**config.mk**
```make
export PLATFORM = sky130hd
export DESIGN_NAME = pri_enc_rr
export DESIGN_NICKNAME = d
export VERILOG_FILES = /design/src/rtl/pri_enc_pkg.sv /design/src/rtl/pri_rr_find.sv /design/src/rtl/pri_enc_rr.sv
export SDC_FILE = /design/constraint.sdc
export NUM_CORES = 1
export LEC_CHECK = 0
export CAP_MARGIN = 20
export CELL_PAD_IN_SITES_DETAIL_PLACEMENT = 0
export CELL_PAD_IN_SITES_GLOBAL_PLACEMENT = 2
export CORE_MARGIN = 3
export CORE_UTILIZATION = 30
export DETAILED_ROUTE_END_ITERATION = 10
export PLACE_DENSITY = 0.74
export SYNTH_ARGS = -nofsm -noshare
export SYNTH_HDL_FRONTEND = slang
export SYNTH_HIERARCHICAL = 1
export SYNTH_SLANG_ARGS = --single-unit
```
**constraint.sdc**
```tcl
create_clock -name Clock -period 1.15 [get_ports Clock]
set_input_delay 0.1725 -clock Clock [delete_from_list [all_inputs] [get_ports Clock]]
set_output_delay 0.1725 -clock Clock [all_outputs]
set_load 0.01 [all_outputs]
```
**src/rtl/pri_enc_pkg.sv**
```systemverilog
// Shared constants and index helpers for the registered priority encoder.
package pri_enc_pkg;

  localparam int MODE_FIXED = 0;
  localparam int MODE_RR    = 1;

  // Decrement an index with wrap at n instead of at a power of two.
  function automatic int idx_dec_wrap(input int idx, input int n);
    return (idx == 0) ? n - 1 : idx - 1;
  endfunction

endpackage

```
**src/rtl/pri_rr_find.sv**
```systemverilog
// Combinational rotating priority search: bit 'start' has top priority,
// then start-1 down to 0, then N-1 down to start+1.
module pri_rr_find #(
  parameter int N = 8,
  localparam int W = $clog2(N)
) (
  input  logic [N-1:0] d,
  input  logic [W-1:0] start,
  output logic [W-1:0] q,
  output logic         v,
  output logic [N-1:0] g
);

  localparam logic [W:0]   N_EXT = (W+1)'(N);
  localparam logic [N-1:0] ONE   = N'(1);

  logic [W:0]     shift_amt;
  logic [2*N-1:0] dd;
  logic [N-1:0]   rot;
  logic [W-1:0]   hit;
  logic [W:0]     sum;
  logic [W:0]     sum_wrap;

  always_comb begin
    // Rotate right by start+1 so d[start] lands at position N-1.
    shift_amt = {1'b0, start} + 1'b1;
    dd        = {d, d} >> shift_amt;
    rot       = dd[N-1:0];
    hit       = '0;
    for (int j = 0; j < N; j++) begin
      if (rot[j]) hit = W'(j);
    end
    v        = |rot;
    // Undo the rotation; the sum never reaches 2N so one subtraction wraps it.
    sum      = {1'b0, hit} + {1'b0, start} + 1'b1;
    sum_wrap = (sum >= N_EXT) ? (sum - N_EXT) : sum;
    q        = v ? sum_wrap[W-1:0] : '0;
    g        = v ? (ONE << q) : '0;
  end

endmodule

```
**src/rtl/pri_enc_rr.sv**
```systemverilog
// Registered priority encoder with optional round-robin priority and
// valid/ready handshakes on both sides.
module pri_enc_rr
  import pri_enc_pkg::*;
#(
  parameter int N    = 8,
  parameter int MODE = MODE_FIXED,
  localparam int W   = $clog2(N)
) (
  input  logic         Clock,
  input  logic         Reset_n,
  input  logic         in_valid,
  output logic         in_ready,
  input  logic [N-1:0] d,
  output logic         out_valid,
  input  logic         out_ready,
  output logic [W-1:0] q,
  output logic         v,
  output logic [N-1:0] g,
  output logic [W-1:0] ptr
);

  localparam logic [W-1:0] PTR_INIT = W'(N - 1);

  logic         out_valid_reg;
  logic [W-1:0] q_reg;
  logic         v_reg;
  logic [N-1:0] g_reg;
  logic [W-1:0] ptr_reg;
  logic [W-1:0] ptr_next;

  logic [W-1:0] start;
  logic [W-1:0] find_q;
  logic         find_v;
  logic [N-1:0] find_g;
  logic         accept;

  // Fixed mode is the rotating search with the top priority pinned at N-1.
  assign start = (MODE == MODE_RR) ? ptr_reg : PTR_INIT;

  pri_rr_find #(.N(N)) u_find (
    .d     (d),
    .start (start),
    .q     (find_q),
    .v     (find_v),
    .g     (find_g)
  );

  assign in_ready = !out_valid_reg || out_ready;
  assign accept   = in_valid && in_ready;

  always_comb begin
    ptr_next = ptr_reg;
    if (MODE == MODE_RR && accept && find_v) begin
      ptr_next = W'(idx_dec_wrap(int'(find_q), N));
    end
  end

  always_ff @(posedge Clock or negedge Reset_n) begin
    if (!Reset_n) begin
      out_valid_reg <= 1'b0;
      q_reg         <= '0;
      v_reg         <= 1'b0;
      g_reg         <= '0;
      ptr_reg       <= PTR_INIT;
    end else begin
      ptr_reg <= ptr_next;
      if (accept) begin
        out_valid_reg <= 1'b1;
        q_reg         <= find_q;
        v_reg         <= find_v;
        g_reg         <= find_g;
      end else if (out_ready) begin
        out_valid_reg <= 1'b0;
      end
    end
  end

  assign out_valid = out_valid_reg;
  assign q         = q_reg;
  assign v         = v_reg;
  assign g         = g_reg;
  assign ptr       = ptr_reg;

endmodule

```
### After elaboration in Yosys (flattened, before gate mapping)

Cells that the tools add are included.

| operators by class | value |
|---|---|
| shifts and indexed selects | 1 |
| reductions and logical operators | 5 |
| mux-type cells | 12 |
| $add $sub $neg | 3 |
| magnitude comparators | 1 |

Operators by type and width:

| operator | count |
|---|---|
| 3-bit two-way mux | 6 |
| 8-bit two-way mux | 1 |
| 8-bit OR reduction | 1 |
| 1-bit by 3-bit left shift with 8-bit output (first input constant) | 1 |
| 3-bit by 3-bit adder with 4-bit output (second input constant) | 1 |
| 4-bit by 1-bit adder with 4-bit output (second input constant) | 1 |
| 4-bit greater-or-equal comparator (second input constant) | 1 |
| 2-bit two-way mux | 2 |
| 1-bit two-way mux | 3 |
| 3-bit by 1-bit subtractor with 3-bit output (second input constant) | 1 |
| 2-bit nonzero test | 1 |
| 1-bit logical AND | 1 |
| 1-bit zero test | 1 |
| 1-bit logical OR | 1 |

| storage, ports and cells | value |
|---|---|
| output and inout port bits | 17 |
| register bits | 13 |
| logic and storage cells | 26 |
| input bits | 12 |

### Longest topological paths before layout

Gate-level depths: netlist (run 1).

| logic depth | value |
|---|---|
| depth after elaboration | 14 |
| gate-level depth with buffers | 17 |
| depth with buffers taken out | 13 |

### Hierarchy

Netlist (run 1), hierarchy kept.

Modules (own cells, without submodules):

| module | area an instance (um2) | seq. area each (um2) | times used | cells an instance |
|---|---|---|---|---|
| pri_rr_find | 863.3 | 0.0 | 1 | 100 |
| pri_enc_rr | 576.8 | 325.3 | 1 | 33 |

### Worst setup path after synthesis (run 1)

Ideal clock, no wire load.

| timing | value |
|---|---|
| path type | input to register |
| start point | in d[3] |
| end point | reg g_reg[2], in the netlist g[2] |
| path buffers | 1 |
| required time | 1.025 ns |
| cell stages on the path | 10 |
| slack | -1.058 ns |
| data arrival time | 2.083 ns |
| library setup time | 0.125 ns |
| path through | buf_6 -> mux2i_1 -> mux2_2 -> nand2_1 -> a21boi_0 -> o32a_1 -> fa_1 -> o311ai_0 -> o21ba_1 -> mux2_4 |

| on the way | value |
|---|---|
| longest elaborated chain between the ends | 12 |
| elaborated cells between the ends (all ways) | 14 |
| those cells by class | add/sub (3); order compare (1); shift (1); mux (8); reduce/logical (1) |

RTL lines:

| item | line | text |
|---|---|---|
| start, declared | pri_enc_rr.sv:14 | `input logic [N-1:0] d,` |
| 2-bit two-way mux | pri_rr_find.sv:31 | `if (rot[j]) hit = W'(j);` |
| 3-bit two-way mux (4 in a row) | pri_rr_find.sv:31 |  |
| 3-bit by 3-bit adder with 4-bit output | pri_rr_find.sv:35 | `sum = {1'b0, hit} + {1'b0, start} + 1'b1;` |
| 4-bit by 1-bit adder with 4-bit output | pri_rr_find.sv:35 |  |
| 4-bit greater-or-equal comparator or 3-bit by 1-bit subtractor with 3-bit output (tied branches) | pri_rr_find.sv:36 | `sum_wrap = (sum >= N_EXT) ? (sum - N_EXT) : sum;` |
| 3-bit two-way mux | pri_rr_find.sv:36 |  |
| 3-bit two-way mux | pri_rr_find.sv:37 | `q = v ? sum_wrap[W-1:0] : '0;` |
| 1-bit by 3-bit left shift with 8-bit output | pri_rr_find.sv:38 | `g = v ? (ONE << q) : '0;` |
| 8-bit two-way mux (*) | pri_rr_find.sv:38 |  |
| net find_g[2] | pri_enc_rr.sv:35 | `logic [N-1:0] find_g;` |
| end signal, assigned | pri_enc_rr.sv:72 | `g_reg <= find_g;` |
| end, declared | pri_enc_rr.sv:28 | `logic [N-1:0] g_reg;` |

The timed path passes the listed nets; every way through them passes the cells marked *.
A chain may end at the register's enable or synchronous reset.

### Final worst setup path (run 1)

| timing | value |
|---|---|
| start point | in d[3] |
| end point | reg g_reg[3], in the netlist g[3] |

The elaborated chain is that of the path after synthesis.

==> metrics.md, run 1 <==
| Metric | Value |
|---|---|
| Drt first pass iters | 4 |
| Final Non-Filler Cells | 250 |
| Synth Cell Area | 0.00144 mm² |
| Fin crit share | 175% |
| Max Clock Freq | 496 MHz |
| DIE AREA | 0.00567 mm² |
| DR vias/cell | 5.39 |
| Wire per inst | 16.5 µm |
| Synthesis-stage register bit count | 13 |
| Crit path DAT | 2140 ps |
| Req. time, crit path | 1280 ps |
| Area grow syn2layout | 53.0% |
| Antenna violations before repair | 0 |
| Routed vias | 1,347 |
| Layout cells sized above 1 | 55.6% |
| CP Launch Type | input port |
| Cell area power density | 1030 mW/mm² |
| Worst slack at placement | -1550 ps |
| Fin. max-slew vios | 0 |
| Yosys warns | 6 |
| Initial Utilization | 32.0% |
| Top post-synthesis cells by area | dfrtp_1 (23%), mux2_4 (10%), mux4_1 (5.5%), mux2_2 (5.5%), mux2i_1 (4.2%) |
| Max clock buf depth | 2 |
| Cell accounting for the most synthesized area | dfrtp_1 |
| P_leak | 1.06 nW |
| Gate Count Post-Synth | 133 |
| Outcome | finished, violations left |
| Ys flop type | dfrtp_1 |
| Vias in the first global route | 1,280 |
| Fill cell count | 412 |
| Setup CP Type | in -> reg |
| Largest net degree at the start of global routing | 28 |
| Rows | 24 |
| Die Height | 75.3 µm |
| Most numerous cell in the Yosys netlist | dfrtp_1 |
| Unrepaired setup endpoints after global routing | yes |
| CP endpoint kind | register |
| Global-route wire length before repair | 6440 µm |
| Clock root buffer | clkbuf_8 |
| Unique masters post-synth | 50 |
| I/O pins | 29 |
| Drt initial violations | 107 |
| CTS tree | yes |
| Final #Nets | 213 |
| CTS Buf Count | 3 |
| Synthesized area per cell | 10.8 µm² |
| Failing checks | setup timing |
| Worst Path Max Fanout | 4 |
| Post-synth EDFFs | 0 |
| Remaining DRCs | 0 |
| Max cap viols | 0 |
| Sink Count | 13 |
| Setup WS post-layout | -868 ps |
| Ant. Diodes | 0 |
| Worst Clk Skew | 1.13 ps |
| Seq/Total Area, Yosys | 22.6% |
| Final hold slack | 242 ps |
| Placed cell count | 225 |
| Chip width | 75.3 µm |
| Hold crit path type | in -> async |
| Final GP Congestion | 0.813 |
| IO buf count | 25 |
| Clock-pin slew on the worst setup and hold paths | 60 ps |
| CTS H-tree lvls | 1 |
| Largest register FFs | 8 |
| Total core area | 0.00450 mm² |
| Worst vdd ir | 0.000455 V |
| Minimum clock period | 2020 ps |
| Clk_lat worst skew | 240 ps |
| Ys async rst share | 100% |
| Total routed wirelength | 4130 µm |
| Detailed Place HPWL | 2810 µm |
| Grt ovf | 0 |
| Hold Vio Cnt, Final | 0 |
| Post-route ant nets | 0 |
| All-Layer GR Usage | 14.8% |
| Final Power | 2.27 mW |
| Top post-synthesis cells by count | dfrtp_1 (13), mux2_4 (10), nand2_1 (10) |
| Top cell type's share of synthesized area | 22.6% |
| Final-report setup violation count | 12 |
==> final timing paths <==
kind                            from    to  slack [ps]  depth (start not counted)
setup / recovery                d[3]  g[3]        -870                         11
hold / removal               Reset_n  g[4]         240                          2
setup reg to reg           out_valid  g[6]          20                          3
hold reg to reg                 g[0]  g[0]         510                          1
max in group asynchronous    Reset_n  g[3]         740                          2
min in group Clock              g[0]  g[0]         510                          1
==> logic make-up after synthesis <==
kind of cell	Yosys count	synth area share, %
buf+inv	21	11.9
simple gates	34	13.1
flops	13	22.6
mux	28	28.7
other cells	1	0.260
compound gates	33	20.6
xor+xnor	1	0.608
fa+ha+maj	2	2.26
==> repair_timing <==
item,in CTS,in global routing
endpoints found under the hold margin,0,0
resized for setup,84,11
hold buffers,0,0
endpoints found under the setup margin,26,12
pin swaps,11,7
setup buffers,15,7
==> routing by layer <==
metal	vias up	track usage, %	part of all wire (%)
met3	6	2.40	2.0
met2	22	24.2	52
li1	627	-	-
met4	0	2.72	1.5
met5	-	0	0
met1	692	20.7	45
==> cells in the final DEF, fill, tap and decap left out, types with 2 or more instances in the layout <==
| cell type | count |
|---|---|
| o32a_1 | 2 |
| clkbuf_8 | 3 |
| dlygate4sd2_1 | 14 |
| buf_2 | 2 |
| dfrtp_1 | 13 |
| mux4_2 | 4 |
| buf_6 | 11 |
| nor3_1 | 3 |
| o311ai_4 | 2 |
| nor2_2 | 2 |
| mux2_2 | 4 |
| nor2_1 | 3 |
| nand2b_4 | 2 |
| nor3_2 | 3 |
| buf_4 | 36 |
| clkdlybuf4s50_1 | 3 |
| inv_1 | 3 |
| mux2i_1 | 4 |
| clkdlybuf4s15_1 | 2 |
| nand2b_1 | 2 |
| nand2_1 | 7 |
| mux2_4 | 13 |
| inv_2 | 2 |
| inv_4 | 2 |
| nand2_4 | 4 |
| a41oi_1 | 2 |
| conb_1 | 8 |
| o21ba_1 | 4 |
| nor3b_1 | 2 |
==> cell type report <==
type                    count  area, µm²  share of cell area [%]
inverters                   7       31.3                    1.42
flip-flops and latches     13        325                    14.8
well taps                  52       65.1                    2.95
multi-input cells         106       1160                    52.6
repair buffers             68        577                    26.2
clock buffers               4       45.0                    2.04
==> worst max-delay path: stages <==
cell,delay (ps)
buf_2,130
mux4_2,510
nand2b_4,170
o2bb2ai_2,120
o41ai_2,50
a41o_1,240
ha_4,170
inv_4,50
o311ai_4,80
o21ba_1,190
mux2_4,260
==> power by group <==
group          switching (mW)  total [mW]  internal, mW  leakage, nW
logic                   0.555        1.25         0.691        0.875
clock network           0.173       0.418         0.245       0.0228
registers              0.0532       0.605         0.552        0.162
total                   0.781        2.27          1.49         1.06
==> through the flow <==
stage	utilization, %	TNS [ps]	instance area, µm²
floorplan	-	-9580	1500
global placement	40.6	-16360	1830
detailed placement	40.6	-16650	1830
CTS	47.0	-8900	2120
global route	48.9	-9190	2200
finish	48.9	-8400	2200
No activity file was read; power rests on OpenSTA's default activity.
==> run 2, diff against run 1 <==
--- a/config.mk
+++ b/config.mk
@@ -11,7 +11,8 @@
 export CORE_MARGIN = 3
 export CORE_UTILIZATION = 30
 export DETAILED_ROUTE_END_ITERATION = 10
-export PLACE_DENSITY = 0.74
+export GPL_TIMING_DRIVEN = 0
+export PLACE_DENSITY = 0.81
 export SYNTH_ARGS = -nofsm -noshare
 export SYNTH_HDL_FRONTEND = slang
 export SYNTH_HIERARCHICAL = 1
==> run 2 against run 1 <==
The flow still finishes with violations (setup timing). Setup slack got worse by 34 ps. Sequential power barely moved. Critical path type unchanged. Wire length fell by 4.5%. First-iteration DRC count fell by 4.7%. Highest routed layer unchanged. Critical path depth fell by 1. Non-clock buffer count fell by 15. Via count fell by 3.3%. Final cell count fell by 6.0%. Global-route usage fell by 0.70 points. Core utilization rose by 0.17 points.
==> metrics.md, run 2 (synthesized netlist as in run 1, its figures left out) <==
| Metric | Value |
|---|---|
| Outcome | finished, violations left (unchanged) |
| Failing checks | setup timing (unchanged) |
| Final #Nets | 198 (was 213) |
| Largest register FFs | 8 (unchanged) |
| Setup WS post-layout | -901 ps (was -868 ps) |
| Clock-pin slew on the worst setup and hold paths | 50 ps (was 60 ps) |
| CTS H-tree lvls | 1 (unchanged) |
| Initial Utilization | 32.0% (unchanged) |
| Fin crit share | 178% (was 175%) |
| IO buf count | 22 (was 25) |
| Routed vias | 1,302 (was 1,347) |
| Rows | 24 (unchanged) |
| Total core area | 0.00450 mm² (unchanged) |
| Layout cells sized above 1 | 53.0% (was 55.6%) |
| Commonest non-fill, non-tap cell in the layout | buf_4 (unchanged) |
| Max clock buf depth | 2 (unchanged) |
| DIE AREA | 0.00567 mm² (unchanged) |
| Commonest cells after routing, fill and taps aside | buf_4 (14), dfrtp_1 (13), dlygate4sd2_1 (13), mux2_4 (12) (was buf_4 (36), dlygate4sd2_1 (14), mux2_4 (13), dfrtp_1 (13), buf_6 (11)) |
| Final Instance Area | 0.00221 mm² (was 0.00220 mm²) |
| Req. time, crit path | 1270 ps (was 1280 ps) |
| Slew headroom | 59.5% |
| DR vias/cell | 5.54 (was 5.39) |
| Worst Clk Skew | 0.634 ps (was 1.13 ps) |
| I/O pins | 29 (unchanged) |
| Minimum clock period | 2050 ps (was 2020 ps) |
| Max Clock Freq | 488 MHz (was 496 MHz) |
| Worst-Margin Slew | 600 ps |
| Drt initial violations | 102 (was 107) |
| Post-route ant nets | 0 (unchanged) |
| CTS Hold Bufs | 0 (unchanged) |
| Setup TNS | -8680 ps (was -8400 ps) |
| CTS tree | yes (unchanged) |
| Cell area power density | 1040 mW/mm² (was 1030 mW/mm²) |
| Unrepaired setup endpoints after global routing | yes (unchanged) |
| Setup CP Type | in -> reg (unchanged) |
| CP endpoint kind | register (unchanged) |
| Worst slack at placement | -1680 ps (was -1550 ps) |
| Largest net degree at the start of global routing | 14 (was 28) |
| CP Launch Type | input port (unchanged) |
| Final GP Congestion | 0.823 (was 0.813) |
| CTS Buf Count | 3 (unchanged) |
| Total routed wirelength | 3950 µm (was 4130 µm) |
| Worst vdd ir | 0.000673 V (was 0.000455 V) |
| Global-route wire length before repair | 6200 µm (was 6440 µm) |
| Ant. Diodes | 0 (unchanged) |
| Hold crit path type | in -> async (unchanged) |
| Vias in the first global route | 1,277 (was 1,280) |
| Sink Count | 13 (unchanged) |
| Chip width | 75.3 µm (unchanged) |
| Wire per inst | 16.8 µm (was 16.5 µm) |
| Die Height | 75.3 µm (unchanged) |
| Detailed Place HPWL | 2590 µm (was 2810 µm) |
| Antenna violations before repair | 0 (unchanged) |
| Remaining DRCs | 0 (unchanged) |
| Grt ovf | 0 (unchanged) |
| Worst Path Max Fanout | 6 (was 4) |
| All-Layer GR Usage | 14.1% (was 14.8%) |
| Hold Vio Cnt, Final | 0 (unchanged) |
| Drt first pass iters | 4 (unchanged) |
| Crit path DAT | 2170 ps (was 2140 ps) |
| Final-report setup violation count | 12 (unchanged) |
| Placement Cell Area | 0.00178 mm² (was 0.00183 mm²) |
| Final Power | 2.29 mW (was 2.27 mW) |
| R2R depth | 4 (was 3) |
| Clock root buffer | clkbuf_8 (unchanged) |
| P_leak | 1.02 nW (was 1.06 nW) |
| Fin. max-slew vios | 0 (unchanged) |
| Max cap viols | 0 (unchanged) |
| Clk_lat worst skew | 240 ps (about the same) |
| Area grow syn2layout | 53.5% (was 53.0%) |
[run 2: power by group]
part           leakage (nW)  internal, mW  switching (mW)
Combinational         0.831         0.694           0.596
Clock                0.0228         0.244           0.155
Sequential            0.162         0.552          0.0501
[run 2: critical path, cell delays in order]
cell,delay [ps]
buf_12,110
mux4_2,490
buf_6,140
o41ai_4,210
a41o_1,250
ha_4,200
inv_4,60
o311ai_4,90
o21ba_1,190
mux2_4,260
[run 2: cell type report]
cell class	instances	area (µm²)
inverter	7	31.3
clock buffer	4	45.0
multi-input combinational	106	1240
sequential	13	325
fill	430	2290
tap	52	65.1
buffer	14	155
timing repair buffer	39	349
[run 2: worst paths after layout]
check	start	to	slack, ps
hold reg to reg	g[3]	g[3]	500
setup reg to reg	out_valid	g[2]	20
setup / recovery	d[3]	g[3]	-900
min in group Clock	g[3]	g[3]	500
max in group asynchronous	Reset_n	g[5]	460
hold / removal	Reset_n	q[2]	310
[run 2: per-stage QoR]
| stage | cells | utilization [%] | hold WS (ps) |
|---|---|---|---|
| 3_3_place_gp | 214 | 39.6 | 493 |
| 3_5_place_dp | 214 | 39.6 | 497 |
| 5_1_grt | 235 | 49.1 | 359 |
| 4_1_cts | 226 | 44.6 | 329 |
| 6_report | 235 | 49.1 | 307 |
| 2_1_floorplan | 140 | - | -123 |
[run 2: metal layers]
metal / share of wire (%) / track usage [%] / vias up
li1: - / - / 600
met1: 44 / 19.5 / 649
met2: 50 / 22.4 / 45
met3: 4.6 / 2.80 / 8
met4: 1.8 / 3.50 / 0
met5: 0 / 0 / -
[run 2: timing repair]
action,4_1_cts,5_1_grt
buffers inserted,8,8
cloned,0,1
pin swaps,8,13
resized for setup,65,31
setup endpoints to repair,26,12
endpoints found under the hold margin,0,0
